### src/rtl/pwm_mon_pkg.sv
// Shared definitions for the multi-channel PWM monitor: channel FSM states
// and the debug-status codes driven onto the bench status bus.
package pwm_mon_pkg;

  typedef enum logic [1:0] {
    IDLE = 2'd0,
    ARM  = 2'd1,
    MEAS = 2'd2,
    DONE = 2'd3
  } ch_state_t;

  localparam logic [3:0] DB_RUN  = 4'h0;
  localparam logic [3:0] DB_PASS = 4'ha;
  localparam logic [3:0] DB_FAIL = 4'hf;

endpackage

### src/rtl/pwm_mon_ch.sv
// One PWM monitor channel: edge detect, period/high counters, compare
// against the programmed expectation and sticky pass/fail status.
module pwm_mon_ch
  import pwm_mon_pkg::*;
#(
  parameter int CNT_W   = 16,
  parameter int TOL     = 2,
  parameter int MATCH_N = 4,
  parameter int MISS_N  = 3
) (
  input  logic             clk,
  input  logic             rst_n,
  input  logic             pwm,
  input  logic             enable,
  input  logic [CNT_W-1:0] exp_period,
  input  logic [CNT_W-1:0] exp_high,
  output logic [CNT_W-1:0] meas_period,
  output logic [CNT_W-1:0] meas_high,
  output logic             ch_pass,
  output logic             ch_fail
);

  localparam int MW = $clog2(MATCH_N + 1);
  localparam int SW = $clog2(MISS_N + 1);
  localparam logic [MW-1:0] MATCH_LIM = MW'(MATCH_N);
  localparam logic [SW-1:0] MISS_LIM = SW'(MISS_N);
  localparam logic signed [CNT_W:0] TOL_S = (CNT_W+1)'(TOL);

  ch_state_t        state;
  logic             pwm_d;
  logic [CNT_W-1:0] per_cnt;
  logic [CNT_W-1:0] hi_cnt;
  logic [MW-1:0]    match_cnt;
  logic [SW-1:0]    miss_cnt;
  logic             rise, fall, sat, hit;

  function automatic logic in_tol(input logic [CNT_W-1:0] meas, input logic [CNT_W-1:0] expv);
    logic signed [CNT_W:0] diff;
    diff = $signed({1'b0, meas}) - $signed({1'b0, expv});
    if (diff < 0) diff = -diff;
    return diff <= TOL_S;
  endfunction

  // An all-ones period counter means no rise arrived in time: the pad is stuck.
  function automatic logic at_sat(input logic [CNT_W-1:0] cnt);
    return &cnt;
  endfunction

  assign rise = pwm & ~pwm_d;
  assign fall = ~pwm & pwm_d;
  assign sat  = at_sat(per_cnt);
  assign hit  = in_tol(per_cnt, exp_period) && in_tol(meas_high, exp_high);

  always_ff @(posedge clk) begin
    if (!rst_n) begin
      pwm_d       <= 1'b0;
      state       <= IDLE;
      per_cnt     <= '0;
      hi_cnt      <= '0;
      match_cnt   <= '0;
      miss_cnt    <= '0;
      meas_period <= '0;
      meas_high   <= '0;
      ch_pass     <= 1'b0;
      ch_fail     <= 1'b0;
    end else begin
      pwm_d <= pwm;
      if (!enable) begin
        state       <= IDLE;
        per_cnt     <= '0;
        hi_cnt      <= '0;
        match_cnt   <= '0;
        miss_cnt    <= '0;
        meas_period <= '0;
        meas_high   <= '0;
        ch_pass     <= 1'b0;
        ch_fail     <= 1'b0;
      end else begin
        case (state)
          IDLE: begin
            state   <= ARM;
            per_cnt <= '0;
            hi_cnt  <= '0;
          end
          ARM: begin
            if (sat) begin
              ch_fail <= 1'b1;
              state   <= DONE;
            end else if (rise) begin
              state   <= MEAS;
              per_cnt <= CNT_W'(1);
              hi_cnt  <= CNT_W'(1);
            end else begin
              per_cnt <= per_cnt + 1'b1;
            end
          end
          MEAS: begin
            if (sat) begin
              ch_fail <= 1'b1;
              state   <= DONE;
            end else begin
              if (fall) meas_high <= hi_cnt;
              if (rise) begin
                // The rise closes one period and opens the next.
                meas_period <= per_cnt;
                per_cnt     <= CNT_W'(1);
                hi_cnt      <= CNT_W'(1);
                if (hit) begin
                  miss_cnt  <= '0;
                  match_cnt <= match_cnt + 1'b1;
                  if (match_cnt + 1'b1 == MATCH_LIM) begin
                    ch_pass <= 1'b1;
                    state   <= DONE;
                  end
                end else begin
                  match_cnt <= '0;
                  miss_cnt  <= miss_cnt + 1'b1;
                  if (miss_cnt + 1'b1 == MISS_LIM) begin
                    ch_fail <= 1'b1;
                    state   <= DONE;
                  end
                end
              end else begin
                per_cnt <= per_cnt + 1'b1;
                if (pwm) hi_cnt <= hi_cnt + 1'b1;
              end
            end
          end
          DONE: state <= DONE;
          default: state <= IDLE;
        endcase
      end
    end
  end

endmodule

### src/rtl/pwm_monitor_mc.sv
// Multi-channel PWM checker: NUM_CH independent channel monitors plus the
// aggregate pass/fail code for the bench debug-status bus.
module pwm_monitor_mc
  import pwm_mon_pkg::*;
#(
  parameter int NUM_CH  = 4,
  parameter int CNT_W   = 16,
  parameter int TOL     = 2,
  parameter int MATCH_N = 4,
  parameter int MISS_N  = 3,
  parameter int DB_W    = 4
) (
  input  logic                    HCLK,
  input  logic                    HRESETn,
  input  logic [NUM_CH-1:0]       pwm,
  input  logic [NUM_CH-1:0]       enable,
  input  logic [NUM_CH*CNT_W-1:0] exp_period,
  input  logic [NUM_CH*CNT_W-1:0] exp_high,
  output logic [NUM_CH*CNT_W-1:0] meas_period,
  output logic [NUM_CH*CNT_W-1:0] meas_high,
  output logic [NUM_CH-1:0]       ch_pass,
  output logic [NUM_CH-1:0]       ch_fail,
  output logic [DB_W-1:0]         db_reg
);

  for (genvar i = 0; i < NUM_CH; i++) begin : g_ch
    pwm_mon_ch #(
      .CNT_W   (CNT_W),
      .TOL     (TOL),
      .MATCH_N (MATCH_N),
      .MISS_N  (MISS_N)
    ) u_ch (
      .clk         (HCLK),
      .rst_n       (HRESETn),
      .pwm         (pwm[i]),
      .enable      (enable[i]),
      .exp_period  (exp_period[i*CNT_W +: CNT_W]),
      .exp_high    (exp_high[i*CNT_W +: CNT_W]),
      .meas_period (meas_period[i*CNT_W +: CNT_W]),
      .meas_high   (meas_high[i*CNT_W +: CNT_W]),
      .ch_pass     (ch_pass[i]),
      .ch_fail     (ch_fail[i])
    );
  end

  // Disabled channels are masked out; a single failing channel overrides pass.
  always_ff @(posedge HCLK) begin
    if (!HRESETn) begin
      db_reg <= DB_W'(DB_RUN);
    end else if (|(ch_fail & enable)) begin
      db_reg <= DB_W'(DB_FAIL);
    end else if ((enable != '0) && ((ch_pass & enable) == enable)) begin
      db_reg <= DB_W'(DB_PASS);
    end else begin
      db_reg <= DB_W'(DB_RUN);
    end
  end

endmodule
### config.mk
export PLATFORM = sky130hd
export DESIGN_NAME = pwm_monitor_mc
export DESIGN_NICKNAME = d
export VERILOG_FILES = /design/src/rtl/pwm_mon_pkg.sv /design/src/rtl/pwm_mon_ch.sv /design/src/rtl/pwm_monitor_mc.sv
export SDC_FILE = /design/constraint.sdc
export NUM_CORES = 1
export LEC_CHECK = 0
export BUFFER_PORTS_ARGS = -buffer_cell sky130_fd_sc_hd__buf_2
export CORE_UTILIZATION = 31
export DETAILED_ROUTE_END_ITERATION = 7
export GPL_ROUTABILITY_DRIVEN = 0
export HOLD_SLACK_MARGIN = 0.08
export PLACE_DENSITY = 0.47
export SLEW_MARGIN = 20
export SYNTH_ARGS = -nofsm -noshare
export SYNTH_HDL_FRONTEND = slang
export SYNTH_HIERARCHICAL = 1
export SYNTH_SLANG_ARGS = --single-unit
### constraint.sdc
create_clock -name HCLK -period 8.2 [get_ports HCLK]
set_clock_uncertainty 0.2 [all_clocks]
set_input_delay 1.23 -clock HCLK [delete_from_list [all_inputs] [get_ports HCLK]]
set_output_delay 1.23 -clock HCLK [all_outputs]
set_load 0.03 [all_outputs]
# After elaboration in Yosys (flattened, before gate mapping)
# Index checks and enable logic that the tools add are counted.
# Widths: inputs -> output; s select.
# classes
n_eq_ne,69
reduce_logical,63
magnitude_cmp,16
muxes,110
bitwise_logic,22
n_addsub,32
# ops
op,n
$mux 16,28
$pmux 16 s3,4
$le 17x3->1 const B,8
$lt 17x1->1 const B,8
$mux 17,8
$neg 17->17,8
$sub 16x16->17,8
$add 16x1->16 const B,8
$pmux 16 s2,4
$mux 2,32
$reduce_and 16->1,4
$reduce_and 5->1,12
$ne 3x1->1 const B,12
$pmux 2 s4,4
$eq 2x2->1 const B,12
$ne 2x2->1 const B,12
$ne 3x2->1 const B,8
$reduce_and 3->1,8
$mux 1,20
$ne 2x1->1 const B,8
$ne 4x1->1 const B,4
$ne 4x3->1 const B,4
$reduce_and 2->1,8
$reduce_and 4->1,4
18 further kinds,76
# totals
inputBits,138
regBits,300

# Longest topological paths before layout
# Gate-level depths: netlist (run 1).
# logic_depth
word_depth,9
ltp_mapped,16
mapped_depth_nobuf,15

# Cells and area by module
# The synthesis (run 1) kept the hierarchy.
# modules_own_cells
module,n_inst,cells_each,seq_area_each_um2,area_each_um2
pwm_mon_ch (g_ch[0].u_ch ...),2,815,1481.4,6104.6
pwm_mon_ch (g_ch[1].u_ch),1,876,1481.4,6501.2
pwm_mon_ch (g_ch[3].u_ch),1,841,1481.4,6139.6
pwm_monitor_mc,1,15,40.0,130.1

# Worst setup path after synthesis (run 1)
# Ideal clock, no wire load.
# synth_path
kind,input-to-reg
startpoint,input port exp_high[0]
endpoint,register g_ch[0].u_ch.state[0]
setup_ns,0.086
cell_stages,14
path_buffers,0
arrival_time_ns,4.977
setup_slack_ns,2.937
required_time_ns,7.914
cell_sequence,ha_1 fa_1 nand2b_1 a21oi_1 o21ai_2 xor2_1 o211ai_1 or4_4 or3_4 a211oi_1 o2111ai_1 a211o_1 a31o_1 a221oi_2
# synth_between
elab_chain_len,9
word_cells_on_any_way,13
classes_between,add/sub: 2; order compare: 2; eq/ne: 2; mux: 5; reduce/logical: 2
# synth_lines
item,line_no,rtl
from (decl),pwm_monitor_mc.sv:18,"input logic [NUM_CH*CNT_W-1:0] exp_high,"
$sub 16x16->17 (*),pwm_mon_ch.sv:39,"diff = $signed({1'b0, meas}) - $signed({1'b0, expv});"
$neg 17->17 or $lt 17x1->1 (tied branches),pwm_mon_ch.sv:40,if (diff < 0) diff = -diff;
$mux 17 (*),pwm_mon_ch.sv:40,
$le 17x3->1 (*),pwm_mon_ch.sv:41,return diff <= TOL_S;
$logic_and 1x1->1 (*),pwm_mon_ch.sv:52,"assign hit = in_tol(per_cnt, exp_period) && in_tol(meas_high, exp_high);"
$mux 2,pwm_mon_ch.sv:108,if (hit) begin
$mux 2,pwm_mon_ch.sv:103,if (rise) begin
$mux 2,pwm_mon_ch.sv:98,if (sat) begin
$pmux 2 s4,pwm_mon_ch.sv:79,case (state)
to (signal assigned),pwm_mon_ch.sv:81,state <= ARM;
to (signal assigned),pwm_mon_ch.sv:100,state <= DONE;
to (signal assigned),pwm_mon_ch.sv:113,state <= DONE;
to (decl),pwm_mon_ch.sv:29,ch_state_t state;
# Every way passes the cells marked *; elsewhere a longest branch is shown, timed or not. The select of a mux whose other input is x is not followed.
# A chain may end at the register's enable or synchronous reset.

# Final worst setup path (run 1)
# layout_path
startpoint,input port exp_period[16]
endpoint,register g_ch[1].u_ch.match_cnt[0]
# layout_between
elab_chain_len,6
word_cells_on_any_way,7
classes_between,add/sub: 2; order compare: 2; mux: 2; reduce/logical: 1
# layout_lines
item,line_no,rtl
from (decl),pwm_monitor_mc.sv:17,"input logic [NUM_CH*CNT_W-1:0] exp_period,"
$sub 16x16->17 (*),pwm_mon_ch.sv:39,
$neg 17->17 or $lt 17x1->1 (tied branches),pwm_mon_ch.sv:40,
$mux 17 (*),pwm_mon_ch.sv:40,
$le 17x3->1 (*),pwm_mon_ch.sv:41,
$logic_and 1x1->1 (*),pwm_mon_ch.sv:52,
$mux 3 (*),pwm_mon_ch.sv:108,
to (signal assigned),pwm_mon_ch.sv:110,match_cnt <= match_cnt + 1'b1;
to (decl),pwm_mon_ch.sv:33,logic [MW-1:0] match_cnt;
# Every way passes the cells marked *; elsewhere a longest branch is shown, timed or not.

==> impl_metrics.py, run 1 <==
metrics = {
    "synth": {
        "synth_commonest_cells": "nand2_1 (407), nor2_1 (323), a21oi_1 (312), dfxtp_1 (298), inv_1 (194)",
        "yosys_warnings": 6,
        "postSynthCellCount": 3362,
        "avgSynthCellArea_um2": 7.430,
        "synth-edff-count": 0,
        "yosysUniqueCellTypes": 124,
        "synthFlopType": "dfxtp_1",
        "synthTopCellsByArea": "dfxtp_1 (24%), ha_1 (8.4%), a21oi_1 (6.3%)",
        "netlist_area_um2": 24980,
        "synthMostInstantiatedCell": "nand2_1",
        "ys_seq_elements": 298,
        "synth_top_area_cell": "dfxtp_1",
        "synth.net_count": 3676,
        "synth_top_area_share_pct": 23.88,
        "yosysSeqAreaShare_pct": 23.88,
        "synthArstFlopShare_pct": 0,
    },
    "global_routing": {
        "grt_pass1_wl_um": 124200,
        "antenna_found_initial": 6,
        "overflow": 0,
        "first_global_vias": 23150,
        "grt_start_max_net_pins": 60,
        "grtUsageTotal_pct": 18.27,
    },
    "clocking": {
        "clk_latency_ns": 0.55,
        "clkSlewWorstSetupHoldPaths_ns": 0.06,
        "cts_num_sinks": 298,
        "cts_setup_buffers": 0,
        "clockRootBuffer": "clkbuf_16",
        "tritoncts": "done",
        "cts_made_buffers": 40,
        "clockBufferDepth": 3,
        "htreeDepth": 2,
        "cts_hold_buf": 0,
        "ctsResizeCount": 0,
    },
    "placement": {
        "dp_hpwl_um": 59430,
        "port_buffers": 277,
        "place_inst": 4584,
    },
    "power_and_ir_drop": {
        "peakVddDrop_v": 0.0001451,
        "p_per_area_nw_per_um2": 134.8,
        "p_leak_uw": 0.01181,
    },
    "sta": {
        "finalHoldViolations": 0,
        "max_slew_margin_pct": 26.08,
        "setup_viol": 0,
        "rsz0062_at_grt": "no",
        "max_freq_ghz": 0.1872,
        "finalCriticalPeriod_ns": 5.341,
        "fin_tns_setup_ns": 0,
        "period_share_pct": 65.13,
        "report.final.slew_viol_count": 0,
        "tightest_slew_ns": 1.095,
    },
    "drt": {
        "via_per_inst": 5.307,
        "drcViolationCount": 0,
        "vias": 24710,
        "drt_pre_antenna_iters": 7,
        "drt-wirelength-per-cell_um": 16.53,
        "routed_wl_um": 76960,
        "drtIter0Drc": 1219,
        "ant_nets": 0,
    },
    "critical_path": {
        "cp_data_required_time_ns": 8.46,
        "crit_type": "input pin to register",
        "cpMostUsedCell": "o31ai_1",
        "cpPeakStageDelay_ns": 0.57,
        "path_buf_inv": 1,
        "r2r_cells": 15,
        "critPathArrivalTime_ns": 5.60,
        "cp-end-kind": "register",
        "cp_cell_sequence": "buf_2 > ha_1 > fa_1 > nor2b_1 > o31ai_1 > a31oi_1 > o211ai_2 > nor4_1 > mux2_2 > o31ai_1 > nand4_1 > a2111oi_2 > o22ai_1 > or3_1 > a21oi_1",
        "reg2reg_from": "g_ch[1].u_ch/per_cnt[0]",
        "r2r-end": "g_ch[1].u_ch/match_cnt[0]",
        "crit_family": "compound AO/OA/AOI/OAI gates",
        "rrSetupSlack_ns": 3.13,
        "crit_path_start_kind": "input pin",
        "crit_fanout": 6,
        "slowest_stage": "nor4_1",
    },
    "floorplan": {
        "start_util_pct": 31.47,
        "pin_count": 278,
        "die_h_um": 285.9,
        "die-area_um2": 81720,
        "die_w_um": 285.9,
        "core-area_um2": 79390,
        "rows": 103,
    },
    "run": {
        "maxCapViolCount": 0,
    },
    "worst_hold_path": {
        "whs_path_depth": 2,
        "holdPathEnd": "g_ch[2].u_ch/meas_period[0]",
        "hold_path.class": "register to register",
        "worstHoldStart": "g_ch[2].u_ch/meas_period[0]",
    },
    "final_layout": {
        "instances_no_fill": 4655,
        "drive_gt1_share_pct": 13.07,
        "area_growth_pct": 14.67,
        "final_util_pct": 36.08,
        "layout.nets": 3890,
    },
    "run_status": {
        "status": "completed",
    },
}
-- where the power goes --
part           total (uW)  leakage (uW)  internal (uW)  switching (uW)
clock                1810      0.000658           1120             694
sequential           1460       0.00240           1450            7.47
combinational         588       0.00875            214             374
total                3860        0.0118           2790            1080
-- worst max-delay path by stage --
stage                               from                         to  slack, ns  depth (start not counted)
after floorplan              exp_high[0]      g_ch[0].u_ch/state[0]       2.94                         14
after global placement    exp_period[16]  g_ch[1].u_ch/match_cnt[0]       2.43                         15
after detailed placement  exp_period[16]  g_ch[1].u_ch/match_cnt[0]       2.36                         15
after CTS                 exp_period[16]  g_ch[1].u_ch/match_cnt[0]       2.92                         15
after global routing      exp_period[16]  g_ch[1].u_ch/match_cnt[0]       2.46                         15
final                     exp_period[16]  g_ch[1].u_ch/match_cnt[0]       2.86                         15
-- stage by stage --
stage | instance area [um2] | worst slack, ns | hold WS (ns) | total power [uW]
after floorplan | 24980 | 2.937 | 0.2356 | 1920
after global placement | 27270 | 2.427 | 0.2406 | 2081
after detailed placement | 27270 | 2.361 | 0.2447 | 2078
after CTS | 28640 | 2.917 | 0.2522 | 3931
after global routing | 28640 | 2.457 | 0.2680 | 4065
final | 28640 | 2.859 | 0.2504 | 3861
-- per-layer routing --
layer	GRT usage (%)	up-vias	share of wire, %
met5	0	-	0.091
li1	-	12730	-
met4	3.757	10	1.6
met3	2.424	87	3.2
met2	30.78	350	46
met1	24.74	11530	49
-- final cells by class --
class                   instances  area [um2]
fillers                      8672       50740
multi-input cells            2753       17800
flip-flops and latches        298        5966
repair buffers                289        1476
well taps                    1050        1314
clock buffers                  53        1161
inverters                     194       728.2
clock inverters                17       200.2
diodes                          1       2.502
-- cells by family (layout without fill, tap and decap cells) --
kind of cell	after synthesis	in the layout	share of synthesized area, %
AND/OR/NAND/NOR	1394	1394	27.87
other	0	1	0
XOR/XNOR	164	164	5.810
flip-flops	298	298	23.88
multiplexers	53	53	2.144
AO/OA/AOI/OAI	966	966	26.25
adder cells (fa/ha/maj)	176	176	9.056
buffers and inverters	311	553	4.984
-- worst reg2reg max path: cells and delay by family (launching register included) --
family	cells	cell delay, ns
compound gates	7	1.92
fa+ha+maj	2	0.63
buf+inv	1	0.10
flops	1	0.43
mux	1	0.43
simple gates	4	1.28
-- layout by cell type, fill, tap and decap left out, drive strengths merged, types with 23 or more instances in the layout --
master / count
mux2i: 49
o31ai: 23
nand3: 119
clkbuf: 53
o21a: 36
a31oi: 30
and3: 61
nor3: 87
dfxtp: 298
a211oi: 60
nor4: 39
nand2: 408
o21ai: 162
and2: 49
buf: 289
nor3b: 24
a21o: 41
xnor2: 77
xor2: 87
a21oi: 317
ha: 168
nor2: 328
nor2b: 35
nand2b: 40
nand4: 56
o2111ai: 24
o211ai: 31
or3: 45
inv: 194
Power figures use the tool's default switching activity.
==> run 2, diff against run 1 <==
--- a/config.mk
+++ b/config.mk
@@ -10,7 +10,7 @@
 export DETAILED_ROUTE_END_ITERATION = 7
 export GPL_ROUTABILITY_DRIVEN = 0
 export HOLD_SLACK_MARGIN = 0.08
-export PLACE_DENSITY = 0.47
+export PLACE_DENSITY = 0.48
 export SLEW_MARGIN = 20
 export SYNTH_ARGS = -nofsm -noshare
 export SYNTH_HDL_FRONTEND = slang
==> constraint.sdc (replaced) <==
create_clock -name HCLK -period 4.6 [get_ports HCLK]
set_clock_uncertainty 0.2 [all_clocks]
set_input_delay 0.69 -clock HCLK [delete_from_list [all_inputs] [get_ports HCLK]]
set_output_delay 0.69 -clock HCLK [all_outputs]
set_load 0.03 [all_outputs]
==> run 2 against run 1 <==
Compared with the run above: hold slack lost 0.059 ns; register-to-register slack got worse by 3.0 ns; sequential share of layout area fell by 1.9 points; flip-flop and latch count stayed put; first-iteration DRC count shrank 7.7%; clock power up 76%; combinational power up 110%; setup slack worse by 2.7 ns; critical path type is now register to register; non-clock buffer count increased by 368; utilization grew 3.7 points; cell count increased by 7.9%; critical endpoint is now g_ch[1].u_ch/match_cnt[1]; final area increased by 10%.
==> impl_metrics.py, run 2 (synthesis results as in run 1) <==
metrics = {
    "final_layout": {
        "num-fill-cells": 8420,
        "instances_no_fill": 5021,
        "drive_gt1_share_pct": 21.62,
        "layout.nets": 4256,
        "final_common_cell": "nand2_1",
        "final_cell_mix": "nand2_1 (403), buf_4 (378), nor2_1 (323)",
        "area_growth_pct": 26.42,
        "final_util_pct": 39.78,
        "final_cell_area_um2": 31580,
    },
    "floorplan": {
        "die-area_um2": 81720,
        "core-area_um2": 79390,
        "pin_count": 278,
        "rows": 103,
        "start_util_pct": 31.47,
        "die_h_um": 285.9,
        "die_w_um": 285.9,
    },
    "clocking": {
        "cts_made_buffers": 38,
        "cts_num_sinks": 298,
        "clockRootBuffer": "clkbuf_16",
        "tritoncts": "done",
        "clk_latency_ns": 0.55,
        "htreeDepth": 2,
        "clkSlewWorstSetupHoldPaths_ns": 0.06,
        "clockBufferDepth": 3,
    },
    "worst_hold_path": {
        "whs_path_depth": 2,
        "hold_path.class": "input pin to register",
    },
    "critical_path": {
        "slowest_stage": "or4_1",
        "critPathLaunch": "g_ch[1].u_ch/per_cnt[0]",
        "reg2reg_from": "g_ch[1].u_ch/per_cnt[0]",
        "crit_fanout": 4,
        "crit_path_start_kind": "register",
        "cp_data_required_time_ns": 4.86,
        "cp_cell_sequence": "inv_1 > ha_1 > fa_1 > nand2b_1 > a221o_1 > a31oi_4 > o31ai_4 > or4_4 > a2111oi_2 > nor3_2 > or4_1 > a211oi_1 > o22a_2 > nand3_2 > a21oi_2",
        "critPathCapture": "g_ch[1].u_ch/match_cnt[1]",
        "cpPeakStageDelay_ns": 0.52,
        "cp-end-kind": "register",
        "crit_type": "register to register",
        "rrSetupSlack_ns": 0.14,
        "critPathArrivalTime_ns": 4.72,
        "r2r-end": "g_ch[1].u_ch/match_cnt[1]",
        "r2r_cells": 15,
    },
    "placement": {
        "dp_hpwl_um": 64310,
        "place_ws_ns": -0.3098,
        "place_inst": 4949,
        "port_buffers": 277,
        "place_area_um2": 30070,
    },
    "drt": {
        "drt-wirelength-per-cell_um": 15.96,
        "drt_pre_antenna_iters": 6,
        "ant_nets": 0,
        "vias": 25990,
        "via_per_inst": 5.176,
        "routed_wl_um": 80110,
        "drtIter0Drc": 1125,
        "drcViolationCount": 0,
    },
    "global_routing": {
        "antenna_found_initial": 5,
        "grt_pass1_wl_um": 129100,
        "grt_start_max_net_pins": 34,
        "first_global_vias": 24560,
        "grtUsageTotal_pct": 18.99,
        "overflow": 0,
    },
    "sta": {
        "finalHoldViolations": 0,
        "report.final.slew_viol_count": 0,
        "setup_viol": 0,
        "max_freq_ghz": 0.2243,
        "setup_slack_ns": 0.1415,
        "max_slew_margin_pct": 35.00,
        "period_share_pct": 96.92,
        "finalCriticalPeriod_ns": 4.458,
        "tightest_slew_ns": 0.9750,
    },
    "power_and_ir_drop": {
        "p_per_area_nw_per_um2": 221.2,
        "power_uw": 6984,
        "peakVddDrop_v": 0.0002498,
        "p_leak_uw": 0.01367,
    },
    "run_status": {
        "status": "completed",
    },
    "run": {
        "maxCapViolCount": 0,
    },
}
run 2: power by group:
group / leakage, uW / switching [uW] / internal (uW)
sequential: 0.00240 / 11.4 / 2590
combinational: 0.0106 / 703 / 503
clock: 0.000643 / 1200 / 1980
total: 0.0137 / 1910 / 5070
run 2: layout make-up:
class	instances	area, um2	area share (%)
well taps	1050	1314	4.160
clock inverters	9	173.9	0.5507
flip-flops and latches	298	5967	18.90
inverters	194	728.2	2.306
repair buffers	657	4264	13.50
clock buffers	57	1134	3.590
diodes	3	7.507	0.02377
multi-input cells	2753	17990	56.97
run 2: metrics by stage:
| stage | hold slack, ns | TNS [ns] |
|---|---|---|
| final | 0.1917 | 0 |
| after global routing | 0.1700 | -0.09075 |
| after CTS | 0.1515 | 0 |
| after detailed placement | 0.2432 | -4.787 |
| after global placement | 0.2411 | -2.827 |
| after floorplan | 0.2356 | -0.003374 |
run 2: metal layers:
layer | track usage [%] | routed length [um]
met2 | 32.40 | 37690
met3 | 2.257 | 2609
met4 | 4.599 | 1684
met1 | 25.30 | 38080
met5 | 0 | 46
run 2: worst min path at each step:
| stage | from | end |
|---|---|---|
| 6_report | pwm[0] | g_ch[0].u_ch/pwm_d |
| 5_1_grt | pwm[0] | g_ch[0].u_ch/pwm_d |
| 4_1_cts | pwm[0] | g_ch[0].u_ch/pwm_d |
| 3_5_place_dp | g_ch[2].u_ch/meas_period[3] | g_ch[2].u_ch/meas_period[3] |
| 3_3_place_gp | g_ch[3].u_ch/meas_period[13] | g_ch[3].u_ch/meas_period[13] |
| 2_1_floorplan | g_ch[1].u_ch/miss_cnt[1] | g_ch[1].u_ch/miss_cnt[1] |
run 2: critical path, delay by kind of cell (launching register included):
family / cells / cell delay, ns
compound gates: 7 / 1.77
simple gates: 5 / 1.35
fa+ha+maj: 2 / 0.63
flops: 1 / 0.36
buf+inv: 1 / 0.08
run 2: repair_timing:
item                       CTS  global route
setup endpoints to repair    0            23
hold buffers                 0             0
resized for setup            0            30
buffers inserted             0             3
==> run 3, diff against run 2 <==
--- a/config.mk
+++ b/config.mk
@@ -7,6 +7,7 @@
 export LEC_CHECK = 0
 export BUFFER_PORTS_ARGS = -buffer_cell sky130_fd_sc_hd__buf_2
 export CORE_UTILIZATION = 31
+export CTS_CLUSTER_DIAMETER = 120
 export DETAILED_ROUTE_END_ITERATION = 7
 export GPL_ROUTABILITY_DRIVEN = 0
 export HOLD_SLACK_MARGIN = 0.08
==> constraint.sdc (replaced) <==
create_clock -name HCLK -period 4.6 [get_ports HCLK]
set_clock_uncertainty 0.2 [all_clocks]
set_input_delay 0.92 -clock HCLK [delete_from_list [all_inputs] [get_ports HCLK]]
set_output_delay 0.92 -clock HCLK [all_outputs]
set_load 0.03 [all_outputs]
==> run 3 against run 2 <==
Compared with the run above: die area is the same; flip-flop and latch count unchanged; non-clock buffer count rose by 78; final area increased by 2.4%; cell count increased by 1.6%; sequential share of layout area is 0.44 points lower; clock power is essentially flat; count of clock-buffer cells in the layout decreased by 6; setup slack got worse by 0.013 ns; total power up 0.67%; largest cell class unchanged.
==> impl_metrics.py, run 3 (synthesis results as in run 1) <==
metrics = {
    "run_status": {
        "status": "completed",
    },
    "global_routing": {
        "grt_pass1_wl_um": 127000,
        "grt_start_max_net_pins": 35,
        "overflow": 0,
        "grtUsageTotal_pct": 18.56,
        "antenna_found_initial": 4,
        "first_global_vias": 24610,
    },
    "power_and_ir_drop": {
        "p_leak_uw": 0.01405,
        "p_per_area_nw_per_um2": 217.4,
        "peakVddDrop_v": 0.0002441,
        "power_uw": 7031,
    },
    "drt": {
        "routed_wl_um": 78710,
        "drtIter0Drc": 1372,
        "drcViolationCount": 0,
        "drt_pre_antenna_iters": 5,
        "ant_nets": 0,
        "via_per_inst": 5.146,
        "vias": 26250,
        "drt-wirelength-per-cell_um": 15.43,
    },
    "clocking": {
        "clockRootBuffer": "clkbuf_16",
        "clk_latency_ns": 0.55,
        "cts_hold_buf": 0,
        "cts_made_buffers": 39,
        "htreeDepth": 2,
        "tritoncts": "done",
        "clockBufferDepth": 3,
        "clkSlewWorstSetupHoldPaths_ns": 0.05,
        "cts_num_sinks": 298,
    },
    "sta": {
        "fin_tns_setup_ns": 0,
        "rsz0062_at_grt": "yes",
        "report.final.slew_viol_count": 0,
        "max_slew_margin_pct": 40.50,
        "finalCriticalPeriod_ns": 4.471,
        "setup_viol": 0,
        "tightest_slew_ns": 0.8893,
        "period_share_pct": 97.20,
        "max_freq_ghz": 0.2236,
        "finalHoldViolations": 0,
    },
    "floorplan": {
        "core-area_um2": 79390,
        "die-area_um2": 81720,
        "start_util_pct": 31.47,
        "rows": 103,
        "die_w_um": 285.9,
        "pin_count": 278,
        "die_h_um": 285.9,
    },
    "final_layout": {
        "instances_no_fill": 5100,
        "area_growth_pct": 29.44,
        "num-fill-cells": 8420,
        "layout.nets": 4335,
        "final_util_pct": 40.73,
        "final_cell_area_um2": 32330,
        "final_cell_mix": "buf_4 (456), nand2_1 (403), nor2_1 (323)",
        "final_common_cell": "buf_4",
        "drive_gt1_share_pct": 23.91,
    },
    "placement": {
        "dp_hpwl_um": 62920,
        "place_area_um2": 30930,
        "port_buffers": 277,
        "place_inst": 5029,
    },
    "critical_path": {
        "crit_type": "input pin to register",
        "cp-end-kind": "register",
        "crit_path_start_kind": "input pin",
        "critPathArrivalTime_ns": 4.72,
        "crit_fanout": 5,
        "cp_data_required_time_ns": 4.85,
    },
    "run": {
        "maxCapViolCount": 0,
    },
    "worst_hold_path": {
        "hold_path.class": "register to register",
    },
}
[run 3: final timing paths]
path / start / endpoint / slack [ns] / depth (start not counted)
setup / recovery: exp_period[0] / g_ch[0].u_ch/state[0] / 0.13 / 15
hold / removal: g_ch[3].u_ch/meas_period[1] / g_ch[3].u_ch/meas_period[1] / 0.25 / 2
setup reg to reg: g_ch[0].u_ch/per_cnt[0] / g_ch[0].u_ch/state[0] / 0.17 / 15
hold reg to reg: g_ch[3].u_ch/meas_period[1] / g_ch[3].u_ch/meas_period[1] / 0.25 / 2
[run 3: worst max-delay path, cell delays in order]
cell	delay [ns]
buf_2	0.12
ha_4	0.16
fa_2	0.38
nand2b_4	0.17
a21o_1	0.19
a21boi_2	0.18
o221ai_2	0.12
or4_1	0.54
or3_4	0.40
o21a_1	0.21
o32ai_2	0.28
a31oi_2	0.21
a211o_1	0.34
a31o_1	0.27
a221oi_2	0.23
[run 3: layout make-up]
type / instances / area (um2) / area share (%)
inverters: 194 / 728.2 / 2.252
clock buffers: 51 / 1111 / 3.436
repair buffers: 735 / 4850 / 15.00
flip-flops and latches: 298 / 5967 / 18.45
well taps: 1050 / 1314 / 4.063
clock inverters: 18 / 219.0 / 0.6772
diodes: 1 / 2.502 / 0.007739
multi-input cells: 2753 / 18140 / 56.11
[run 3: metal layers]
layer | routed length [um] | GRT usage (%) | up-vias
met5 | 8 | 0 | -
met1 | 39380 | 25.95 | 12200
met3 | 2421 | 2.065 | 62
met2 | 35910 | 30.78 | 360
li1 | - | - | 13630
met4 | 986 | 3.369 | 2
[run 3: metrics by stage]
step	hold slack [ns]	setup WS, ns
2_1_floorplan	0.2356	-0.05230
3_5_place_dp	0.2439	-0.3754
5_1_grt	0.2637	-0.02419
3_3_place_gp	0.2412	-0.3231
6_report	0.2498	0.1286
4_1_cts	0.2519	0.1486
[run 3: what timing repair did]
| action | CTS | global route |
|---|---|---|
| setup endpoints to repair | 0 | 8 |
| gates resized for setup | 0 | 11 |
| buffers inserted | 0 | 1 |
[run 3: power breakdown]
part | total [uW] | internal [uW] | switching (uW)
combinational | 1270 | 547 | 721
sequential | 2600 | 2590 | 12.5
clock | 3160 | 1930 | 1230
total | 7030 | 5070 | 1960
